==> config.mk <==
export PLATFORM = sky130hd
export DESIGN_NAME = spi_instr_loader
export DESIGN_NICKNAME = d
export VERILOG_FILES = /design/src/rtl/spi_instr_loader.sv
export SDC_FILE = /design/constraint.sdc
export NUM_CORES = 1
export LEC_CHECK = 0
export ABC_CLOCK_PERIOD_IN_PS = 4700
export CAP_MARGIN = 30
export CELL_PAD_IN_SITES_DETAIL_PLACEMENT = 0
export CELL_PAD_IN_SITES_GLOBAL_PLACEMENT = 1
export CORE_UTILIZATION = 50
export CTS_BUF_LIST = sky130_fd_sc_hd__clkbuf_4
export DETAILED_ROUTE_END_ITERATION = 8
export DONT_BUFFER_PORTS = 1
export GPL_TIMING_DRIVEN = 0
export HOLD_SLACK_MARGIN = 0.05
export PLACE_DENSITY = 0.94
export SYNTH_ARGS = -nofsm -noshare
export SYNTH_HDL_FRONTEND = slang
export SYNTH_SLANG_ARGS = --single-unit
export TNS_END_PERCENT = 30
==> constraint.sdc <==
create_clock -name clk -period 4.7 [get_ports clk]
set_input_delay 0.47 -clock clk [delete_from_list [all_inputs] [get_ports clk]]
set_output_delay 0.47 -clock clk [all_outputs]
set_load 0.005 [all_outputs]
==> src/rtl/spi_instr_loader.sv <==
// spi_instr_loader
//   SPI-slave (mode 0) loader. Receives a header byte plus one or more program
//   words from a host and writes them into the PIO instruction register file,
//   auto-incrementing the address (wrapping) for every word in a burst.
//   Sticky error flags are reported to the host as a status byte on MISO.
//
// Ports
//   clk         core clock, all logic on rising edge (must be >= 8x spi_sclk)
//   rst         synchronous active-high reset
//   spi_sclk    SPI clock, asynchronous to clk
//   spi_cs_n    SPI chip select, active low
//   spi_mosi    host data, MSB first
//   spi_miso    status byte {4'b1010, 2'b00, parity_err, opcode_err}, MSB first
//   write_addr  regfile write address (held between strobes)
//   write_data  regfile write data (held between strobes)
//   write_en    one-cycle regfile write strobe
//   loading     high while a transaction is active (state != IDLE)
//   err         OR of the sticky error flags
//
// Build option
//   SPI_LOADER_PARITY_EN  each data word is followed by an odd-parity bit;
//                         a word with bad parity is not written but still
//                         consumes its address.
//
// state  | meaning
// IDLE   | no transaction; waiting for cs_n to fall
// HDR    | shifting the 8-bit header (opcode + start address)
// DATA   | shifting one data word (plus parity bit if enabled)
// COMMIT | one cycle: write the word, post-increment the address
// DRAIN  | ignoring bits until cs_n rises (bad opcode or frame cut by reset)

module spi_instr_loader #(
  parameter int ADDR_W = 5,
  parameter int DATA_W = 16
) (
  input  logic              clk,
  input  logic              rst,
  input  logic              spi_sclk,
  input  logic              spi_cs_n,
  input  logic              spi_mosi,
  output logic              spi_miso,
  output logic [ADDR_W-1:0] write_addr,
  output logic [DATA_W-1:0] write_data,
  output logic              write_en,
  output logic              loading,
  output logic              err
);

`ifdef SPI_LOADER_PARITY_EN
  localparam int WORD_BITS = DATA_W + 1;
`else
  localparam int WORD_BITS = DATA_W;
`endif
  localparam int         CNT_W    = $clog2(WORD_BITS);
  localparam logic [2:0] OP_WRITE = 3'b101;

  typedef enum logic [2:0] {IDLE, HDR, DATA, COMMIT, DRAIN} state_t;
  state_t state, state_nxt;

  logic [1:0]           sclk_sync, cs_sync, mosi_sync;
  logic                 sclk_d, cs_d;
  logic                 sclk_rise, sclk_fall, cs_high, cs_fall, mosi_s;
  logic [WORD_BITS-1:0] shreg;
  logic [CNT_W-1:0]     bit_cnt;
  logic                 bit_last;
  logic [7:0]           hdr;
  logic [ADDR_W-1:0]    addr;
  logic [DATA_W-1:0]    word;
  logic                 parity_ok;
  logic                 opcode_err, parity_err, opc_set, par_set;
  logic                 rep_opc, rep_par, status_done;
  logic [7:0]           status, miso_sh;
  logic [3:0]           miso_left;

  // The cs_n chain resets to "selected" so that a frame still in progress
  // when reset releases is never seen as a fresh falling edge; IDLE then
  // routes it to DRAIN.
  always_ff @(posedge clk) begin
    if (rst) begin
      sclk_sync <= '0;
      cs_sync   <= '0;
      mosi_sync <= '0;
      sclk_d    <= 1'b0;
      cs_d      <= 1'b0;
    end else begin
      sclk_sync <= {sclk_sync[0], spi_sclk};
      cs_sync   <= {cs_sync[0], spi_cs_n};
      mosi_sync <= {mosi_sync[0], spi_mosi};
      sclk_d    <= sclk_sync[1];
      cs_d      <= cs_sync[1];
    end
  end

  assign sclk_rise = sclk_sync[1] & ~sclk_d;
  assign sclk_fall = ~sclk_sync[1] & sclk_d;
  assign cs_high   = cs_sync[1];
  assign cs_fall   = cs_d & ~cs_sync[1];
  assign mosi_s    = mosi_sync[1];
  assign bit_last  = (bit_cnt == '0);
  assign hdr       = {shreg[6:0], mosi_s};
  assign loading   = (state != IDLE);
  assign err       = opcode_err | parity_err;

`ifdef SPI_LOADER_PARITY_EN
  assign word      = shreg[WORD_BITS-1:1];
  assign parity_ok = ^shreg;
  assign par_set   = (state == COMMIT) && !parity_ok;
`else
  assign word      = shreg;
  assign parity_ok = 1'b1;
  assign par_set   = 1'b0;
`endif

  assign opc_set = (state == HDR) && sclk_rise && bit_last && (hdr[7:5] != OP_WRITE);

  always_ff @(posedge clk) begin
    if (rst) state <= IDLE;
    else     state <= state_nxt;
  end

  always_comb begin
    state_nxt = state;
    case (state)
      IDLE:    if (!cs_high) state_nxt = cs_fall ? HDR : DRAIN;
      HDR:     if (sclk_rise && bit_last)
                 state_nxt = (hdr[7:5] == OP_WRITE) ? DATA : DRAIN;
      DATA:    if (sclk_rise && bit_last) state_nxt = COMMIT;
      COMMIT:  state_nxt = DATA;
      DRAIN:   state_nxt = DRAIN;
      default: state_nxt = IDLE;
    endcase
    if (cs_high) state_nxt = IDLE;
  end

  // Bit counter is a down-counter; terminal count 0 marks the last bit.
  always_ff @(posedge clk) begin
    if (rst) begin
      shreg      <= '0;
      bit_cnt    <= CNT_W'(7);
      addr       <= '0;
      write_addr <= '0;
      write_data <= '0;
      write_en   <= 1'b0;
    end else begin
      write_en <= 1'b0;
      case (state)
        IDLE: bit_cnt <= CNT_W'(7);
        HDR, DATA: begin
          if (sclk_rise) begin
            shreg   <= {shreg[WORD_BITS-2:0], mosi_s};
            bit_cnt <= bit_last ? CNT_W'(WORD_BITS - 1) : bit_cnt - CNT_W'(1);
            if (state == HDR && bit_last) addr <= ADDR_W'(hdr[4:0]);
          end
        end
        COMMIT: begin
          if (parity_ok) begin
            write_en   <= 1'b1;
            write_addr <= addr;
            write_data <= word;
          end
          addr <= addr + ADDR_W'(1);
        end
        default: ;
      endcase
    end
  end

  assign status      = {4'b1010, 2'b00, parity_err, opcode_err};
  assign status_done = !cs_high && !cs_fall && sclk_fall && (miso_left == 4'd1);

  // Only the flags that were actually reported in this frame's status byte
  // are cleared, so an error raised during the frame survives to the next one.
  always_ff @(posedge clk) begin
    if (rst) begin
      spi_miso   <= 1'b0;
      miso_sh    <= '0;
      miso_left  <= '0;
      rep_opc    <= 1'b0;
      rep_par    <= 1'b0;
      opcode_err <= 1'b0;
      parity_err <= 1'b0;
    end else begin
      if (cs_high) begin
        spi_miso  <= 1'b0;
        miso_left <= '0;
      end else if (cs_fall) begin
        spi_miso  <= status[7];
        miso_sh   <= {status[6:0], 1'b0};
        miso_left <= 4'd8;
        rep_opc   <= opcode_err;
        rep_par   <= parity_err;
      end else if (sclk_fall && miso_left != '0) begin
        spi_miso  <= miso_sh[7];
        miso_sh   <= {miso_sh[6:0], 1'b0};
        miso_left <= miso_left - 4'd1;
      end
      opcode_err <= (opcode_err & ~(status_done & rep_opc)) | opc_set;
      parity_err <= (parity_err & ~(status_done & rep_par)) | par_set;
    end
  end

endmodule

; ---- After elaboration in Yosys (flattened, before gate mapping)
; Index checks and enable logic that the tools add are counted.
[word_totals]
elab_cells = 93
register_bits = 75
input_bits = 5
output_inout_bits = 25
[op_classes]
muxes = 18
bitwise = 14
eq_ne = 11
n_addsub = 3
n_reduce_logical = 27
[op_table]
columns = op, count
row1 = $mux 4, 4
row2 = $mux 8, 2
row3 = $pmux 3 s5, 1
row4 = $mux 3, 4
row5 = $mux 5, 2
row6 = $pmux 5 s2, 1
row7 = $reduce_and 2->1, 5
row8 = $logic_and 1x1->1, 9
row9 = $pmux 4 s2, 1
row10 = $sub 4x1->4 const B, 2
row11 = $and 1x1->1, 7
row12 = $eq 3x2->1 const B, 2
row13 = $eq 3x3->1 const B, 2
row14 = $ne 2x2->1 const B, 3
row15 = $reduce_bool 2->1, 3
row16 = $add 5x1->5 const B, 1
row17 = $not 1->1, 5
row18 = $eq 4x1->1 const B, 1
row19 = $logic_not 4->1, 1
row20 = $reduce_bool 4->1, 1
row21 = $reduce_or 2->1, 2
row22 = $eq 3x1->1 const B, 1
row23 = $logic_not 3->1, 1
row24 = $mux 1, 3
row25 = other kinds (7), 9

; ---- Longest topological paths before layout
; Gate-level depths: netlist of run 1.
[logic_depth]
word_depth = 10
depth_mapped = 7
ltp_nobuf = 6

; ---- Worst setup path after synthesis of run 1
; No wires, ideal clock.
[synth_timing]
path_type = register -> register
start = register bit_cnt[0]
end = register addr[0]
stages_incl_launch_ff = 7
t_required_ns = 4.609
n_path_buf = 0
path_slack_ns = 3.012
t_arrival_ns = 1.597
setup_ns = 0.091
period_less_slack_ns = 1.688
cell_sequence = dfxtp_1 inv_1 ha_1 or3b_4 o31ai_4 a211oi_1 a311oi_1
[synth_between]
elab_chain_len = 4
[synth_lines]
columns = item, line_no
row1 = from (decl), 64  ; logic [CNT_W-1:0] bit_cnt;
row2 = from (signal assigned), 151  ; bit_cnt <= bit_last ? CNT_W'(WORD_BITS - 1) : bit_cnt - CNT_W'(1);
row3 = $logic_not 4->1, 99  ; assign bit_last = (bit_cnt == '0);
row4 = $logic_and 1x1->1, 152  ; if (state == HDR && bit_last) addr <= ADDR_W'(hdr[4:0]);
row5 = $ne 2x2->1 (no source line), --
row6 = $reduce_and 3->1 (no source line), --
row7 = to (signal assigned), 152
row8 = to (signal assigned), 161  ; addr <= addr + ADDR_W'(1);
row9 = to (decl), 67  ; logic [ADDR_W-1:0] addr;
; Every way passes these cells.
; A chain may end at the register's enable or synchronous reset.

; ---- Worst setup path after layout of run 1
; Same ends and word-level chain as after synthesis.

==> run metrics, run 1 <==
Max Clk Rate about 530 MHz; antenna cells 0; Congestion Overflow GR 0; Nets approximately 360; first-iteration detailed-routing DRC count ~130; Core Region about 5600 sq um; final WL between 5000 and 6000 um; CP Capture Point addr[0]; commonest non-fill, non-tap cell in the layout dfxtp_1; Layout area overhead 10.1%; launch point of the worst path bit_cnt[0]; Die ar. slightly above 6000 sq um; Synth Instances ~340; Least-Margin Pin Slew approximately 0.54 ns; Post-Syn Nets roughly 350; RSZ-0062 raised after global routing no; Required @ worst endpoint ~5.0 ns; Starting Density 0.527; Worst-path clk slew around 0.12 ns; reg-to-reg critical path startpoint bit_cnt[0]; Area after DPL a little over 3000 sq um; commonest non-fill, non-tap cells in the layout dfxtp_1, nand2_1, a21oi_1; Max VDD drop ~0.35 mV; worst hold path startpoint spi_cs_n; most used flip-flop cell after synthesis dfxtp_1; die width 78.9 um; vias in the first global route ~2,100; P per Cell Area 376 nW/um^2; Leak ~1.2 nW; CTS root buffer clkbuf_4; endpoints failing setup 0; Max-Cap Viols 0; CP Class reg -> reg; filler cell count 555; I/O Buffers 0; largest net degree at the start of global routing 14; type of origin of the critical path flip-flop; TritonRoute pass-1 iters 4; YS warnings 0; fin area 3250 sq um; post-layout util 0.580; Worst R2R End addr[0]; syn_area_per_cell between 8 and 9 sq um; run status finished, final reports clean; CTS buffer count 9; Post-Syn Area between 2000 and 3000 sq um; Tmin final 1.88 ns; clock tree buffer depth 2; GRT Util Overall 0.202; Post-CTS Setup Inserts 0; share of layout cells above drive strength 1 0.105; R2R setup slack ~2.8 ns; CTS tree yes; final antenna-violating net count 0; Die Height around 79 um; Slew Limit Fails 0; Worst Setup End Kind flip-flop; total number of vias around 2,300; CTS H-tree lvls 3; Final Hold Viols 0; fin crit share 0.401; TNS Setup 0 ns; critical path data arrival time between 2 and 2.5 ns; r2r worst-path depth 6; Via density approximately 5.5; # rows 27; initial antenna violation count 0; Worst Hold Class in -> reg; number of hold buffers added after cts 0; I/O pins 30; first-pass GRT wire length approximately 9600 um; clk_lat worst skew 0.42 ns; Post-CTS Resized 0; Yosys cell types between 40 and 50; HPWL after DPL roughly 4000 um; residual DRC count 0; sequential fraction of the synthesis area 0.501; Clock Sinks 74; clk_skew ~0.018 ns; relative slew slack 0.638; Yosys reg bits between 70 and 80; Crit Path Max Fanout 7; EDFF count, synth 0; GP Congestion around 0.78; DR WL/cell between 10 and 15 um; asr flop ratio synth 0; Tot Pwr ~1.2 mW
## cell usage after synthesis, types with 2 or more instances
cell type	instances	area, sq um
o21ai_0	8	40.0
o21bai_1	2	15.0
nand4_1	3	18.8
buf_2	9	45.0
ha_1	4	50.1
nor2b_1	10	62.6
or2_2	2	12.5
o32ai_1	2	17.5
xnor2_1	2	17.5
or3_1	2	12.5
a21oi_1	41	205
a311oi_1	2	17.5
nor2_1	20	75.1
o221a_2	2	22.5
a31oi_1	3	18.8
dfxtp_1	74	1480
nor3_1	6	30.0
mux2i_1	11	110
and3_1	2	12.5
and2_1	6	37.5
nand2b_1	2	12.5
nor4_1	4	25.0
buf_1	2	7.51
nand3_1	12	60.1
inv_1	10	37.5
a211oi_1	2	15.0
nand2_1	64	240
xor2_1	2	17.5
clkbuf_1	9	33.8
and3b_1	2	17.5
## metal layers
layer | global-route usage | vias up | wire length [um] | part of all wire
met2 | 0.319 | 39 | 2600 | 0.45
li1 | - | 1185 | - | -
met4 | 0.0709 | 0 | 82 | 0.014
met1 | 0.256 | 1088 | 2850 | 0.49
met5 | 0 | - | 0 | 0
met3 | 0.0690 | 11 | 227 | 0.039
## worst min-delay path by stage
stage	cells past startpoint	slack, ns	to
3_3_place_gp	1	0.42	cs_sync[1]
5_1_grt	1	0.13	cs_sync[0]
6_report	1	0.18	cs_sync[0]
2_1_floorplan	1	0.41	cs_sync[1]
4_1_cts	1	0.15	cs_sync[0]
3_5_place_dp	1	0.43	cs_sync[1]
## registers in the layout, summed over array words and instances, names as in the netlist
signal and count:
opcode_err 1, miso_sh 7, spi_miso 1, mosi_sync 2, bit_cnt 4, write_en 1, state 3, rep_par 1
cs_sync 2, parity_err 1, shreg 16, sclk_sync 2, cs_d 1, write_addr 5, sclk_d 1, addr 5
miso_left 4, write_data 16, rep_opc 1
## logic make-up after synthesis
| logic type | synth area share |
|---|---|
| DFF | 0.501 |
| muxes | 0.0411 |
| AOI/OAI and AO/OA | 0.145 |
| xor gates and xnor gates | 0.0119 |
| and+or+nand+nor | 0.241 |
| adders and majority gates | 0.0169 |
| buffers and inverters | 0.0419 |
## where the power goes
part | internal, mW | switching, mW | total [mW]
sequential | 0.632 | 0.00265 | 0.635
clock | 0.323 | 0.227 | 0.550
combinational | 0.0113 | 0.0250 | 0.0363
total | 0.966 | 0.255 | 1.22
## per-stage QoR
stage | setup WS, ns | hold WS (ns) | instances
after floorplan | 3.01 | 0.414 | 338
after global placement | 2.88 | 0.416 | 410
after detailed placement | 2.84 | 0.430 | 410
after CTS | 2.81 | 0.151 | 426
after global routing | 2.61 | 0.132 | 426
final | 2.82 | 0.177 | 426
## layout make-up
type,instances,area [sq um],share of cell area
multi-input combinational,234,1350,0.415
clock buffer,9,67.6,0.0208
sequential,74,1480,0.456
inverter,10,37.5,0.0115
tap,72,90.1,0.0277
clock inverter,7,140,0.0431
buffer,20,86.3,0.0265
## worst max-delay path, stage by stage, from the launching register on
cell and delay (ns):
dfxtp_1 0.33, inv_1 0.10, ha_1 0.23, or3b_4 0.42, o31ai_4 0.36, a211oi_1 0.13, a311oi_1 0.24
No activity file was read; power rests on OpenSTA's default activity.
==> run 2: changes to the inputs <==
ABC_CLOCK_PERIOD_IN_PS = 1800   (was 4700)
CORE_UTILIZATION = 49   (was 50)
PLACE_DENSITY = 0.92   (was 0.94)
clock period = 1.8 ns   (was 4.7 ns; I/O delays follow)
==> run 2 against run 1 <==
Effect of this change: design area up 0.81%; die area up 2.0%; critical path type unchanged; critical path depth unchanged; first-iteration DRC count down 24%; total power up 110%.
==> run metrics, run 2 (synthesized netlist as in run 1, its figures left out) <==
CTS tree yes; filler cell count 515 (-7.2%); P per Cell Area 786 nW/um^2 (+110%); Tmin final 1.70 ns (-0.182 ns); Via density 5.33 (-2.3%); endpoints failing setup 0 (unchanged); CTS root buffer clkbuf_4; vias in the first global route 2,076 (-0.48%); fin crit share 0.945 (+0.544); share of layout cells above drive strength 1 0.144 (+0.0391); Required @ worst endpoint 2.09 ns (-2.95 ns); TritonRoute pass-1 iters 4 (unchanged); total number of vias 2,313 (-0.43%); Core Region 5640 sq um (+0.60%); initial antenna violation count 0 (unchanged); antenna cells 0 (unchanged); I/O pins 30 (unchanged); GRT Util Overall 0.204 (+0.00164); Slew Limit Fails 0 (unchanged); Clock Sinks 74 (unchanged); Least-Margin Pin Slew 0.588 ns (+0.0450 ns); Die ar. 6340 sq um (+2.0%); Die Height 79.6 um (+0.99%); first-iteration detailed-routing DRC count 100 (-24%); commonest non-fill, non-tap cell in the layout dfxtp_1; CP Class reg -> reg; Layout area overhead 11.0%; Starting Density 0.524 (-0.00315); HPWL after DPL 3960 um (-2.7%); Hold Slack 0.274 ns (+0.0975 ns); Top Registers shreg x16, write_data x16, miso_sh x7; placed cell count 410 (unchanged); clock tree buffer depth 2 (unchanged); GP Congestion 0.800 (+2.3%); I/O Buffers 0 (unchanged); residual DRC count 0 (unchanged); DR WL/cell 13.6 um (+0.87%); Final Hold Viols 0 (unchanged); Crit Path Max Fanout 5 (-2); CTS H-tree lvls 3 (unchanged); Nets 367 (+2.5%); relative slew slack 0.608 (-0.0300); Congestion Overflow GR 0 (unchanged); Worst Hold Class in -> reg; CTS buffer count 9 (unchanged); Max VDD drop 0.470 mV (+32%); die width 79.6 um (+0.99%); type of origin of the critical path flip-flop; first-pass GRT wire length 9690 um (+0.57%); Tot Pwr 2.58 mW (+110%); Final Worst Setup Slack 0.0987 ns (-2.72 ns); clk_lat worst skew 0.41 ns (about the same); Max-Cap Viols 0 (unchanged); Non-Filler Instances 434 (+1.9%); post-layout util 0.581 (+0.00118); # rows 27 (unchanged); RSZ-0062 raised after global routing no; critical path data arrival time 1.99 ns (-0.23 ns); Setup WS pre-CTS -0.0367 ns (-2.88 ns); commonest non-fill, non-tap cells in the layout dfxtp_1, nand2_1, a21oi_1; largest net degree at the start of global routing 12 (-2); final WL 5910 um (+2.8%); final antenna-violating net count 0 (unchanged); clk_skew 0.00750 ns (-0.0110 ns); Max Clk Rate 588 MHz (+11%); Leak 1.22 nW (+0.73%); Worst-path clk slew 0.11 ns (about the same); run status finished, final reports clean; Worst Setup End Kind flip-flop
-- run 2: changes by cell type in the layout (fill, tap and decap cells not counted), moves of 2 or more --
cell	previous run	this run
buf_4	0	4
bufinv_16	4	0
dlygate4sd3_1	0	4
clkinv_1	1	4
clkbuf_1	9	7
clkbuf_2	0	2
dfxtp_1	74	72
dfxtp_2	0	2
inv_1	10	8
inv_2	0	2
nor2_1	20	18
nor2_2	0	2
-- run 2: worst paths after layout --
kind / slack, ns / end / start / depth (start not counted)
worst min register to register: 0.45 / cs_sync[1] / cs_sync[0] / 1
worst max-delay path: 0.1 / addr[3] / bit_cnt[0] / 6
worst min-delay path: 0.27 / bit_cnt[3] / rst / 2
worst max register to register: 0.1 / addr[3] / bit_cnt[0] / 6
-- run 2: area by class of cell --
| class | instances | area [sq um] | area share |
|---|---|---|---|
| Buffer | 20 | 88.8 | 0.0271 |
| Clock buffer | 10 | 75.1 | 0.0229 |
| Clock inverter | 5 | 22.5 | 0.00687 |
| Inverter | 10 | 37.5 | 0.0115 |
| Multi-Input combinational cell | 234 | 1400 | 0.427 |
| Sequential cell | 74 | 1480 | 0.453 |
| Tap cell | 72 | 90.1 | 0.0275 |
| Timing Repair Buffer | 9 | 81.3 | 0.0248 |
-- run 2: report_power, final --
part	internal, mW	switching [mW]	total [mW]
sequential	1.65	0.00668	1.66
clock	0.274	0.540	0.814
combinational	0.0371	0.0693	0.106
-- run 2: per-stage QoR --
stage	cell area [sq um]	setup TNS [ns]
global route	3280	0
detailed placement	3040	-0.0367
CTS	3210	0
global placement	3040	-0.0316
floorplan	2950	0
finish	3280	0
-- run 2: repair_timing --
item,in CTS,in global routing
gates resized for setup,3,17
hold buffers,4,0
buffers inserted,2,3
endpoints found under the setup margin,6,19
hold endpoints to repair,8,0
pin swaps,3,6
-- run 2: metal layers --
layer  track usage  vias to the layer above  share of wire
met5             0                        -              0
met4        0.0873                        0          0.015
met3        0.0617                       10          0.037
met2         0.302                       40           0.45
met1         0.272                     1067           0.50
li1              -                     1196              -
-- run 2: worst max-delay path: stages, from the launching register on --
cell,delay [ns]
dfxtp_2,0.34
inv_2,0.07
ha_4,0.16
or3b_4,0.40
o31a_2,0.37
o21ai_0,0.17
a21oi_1,0.08
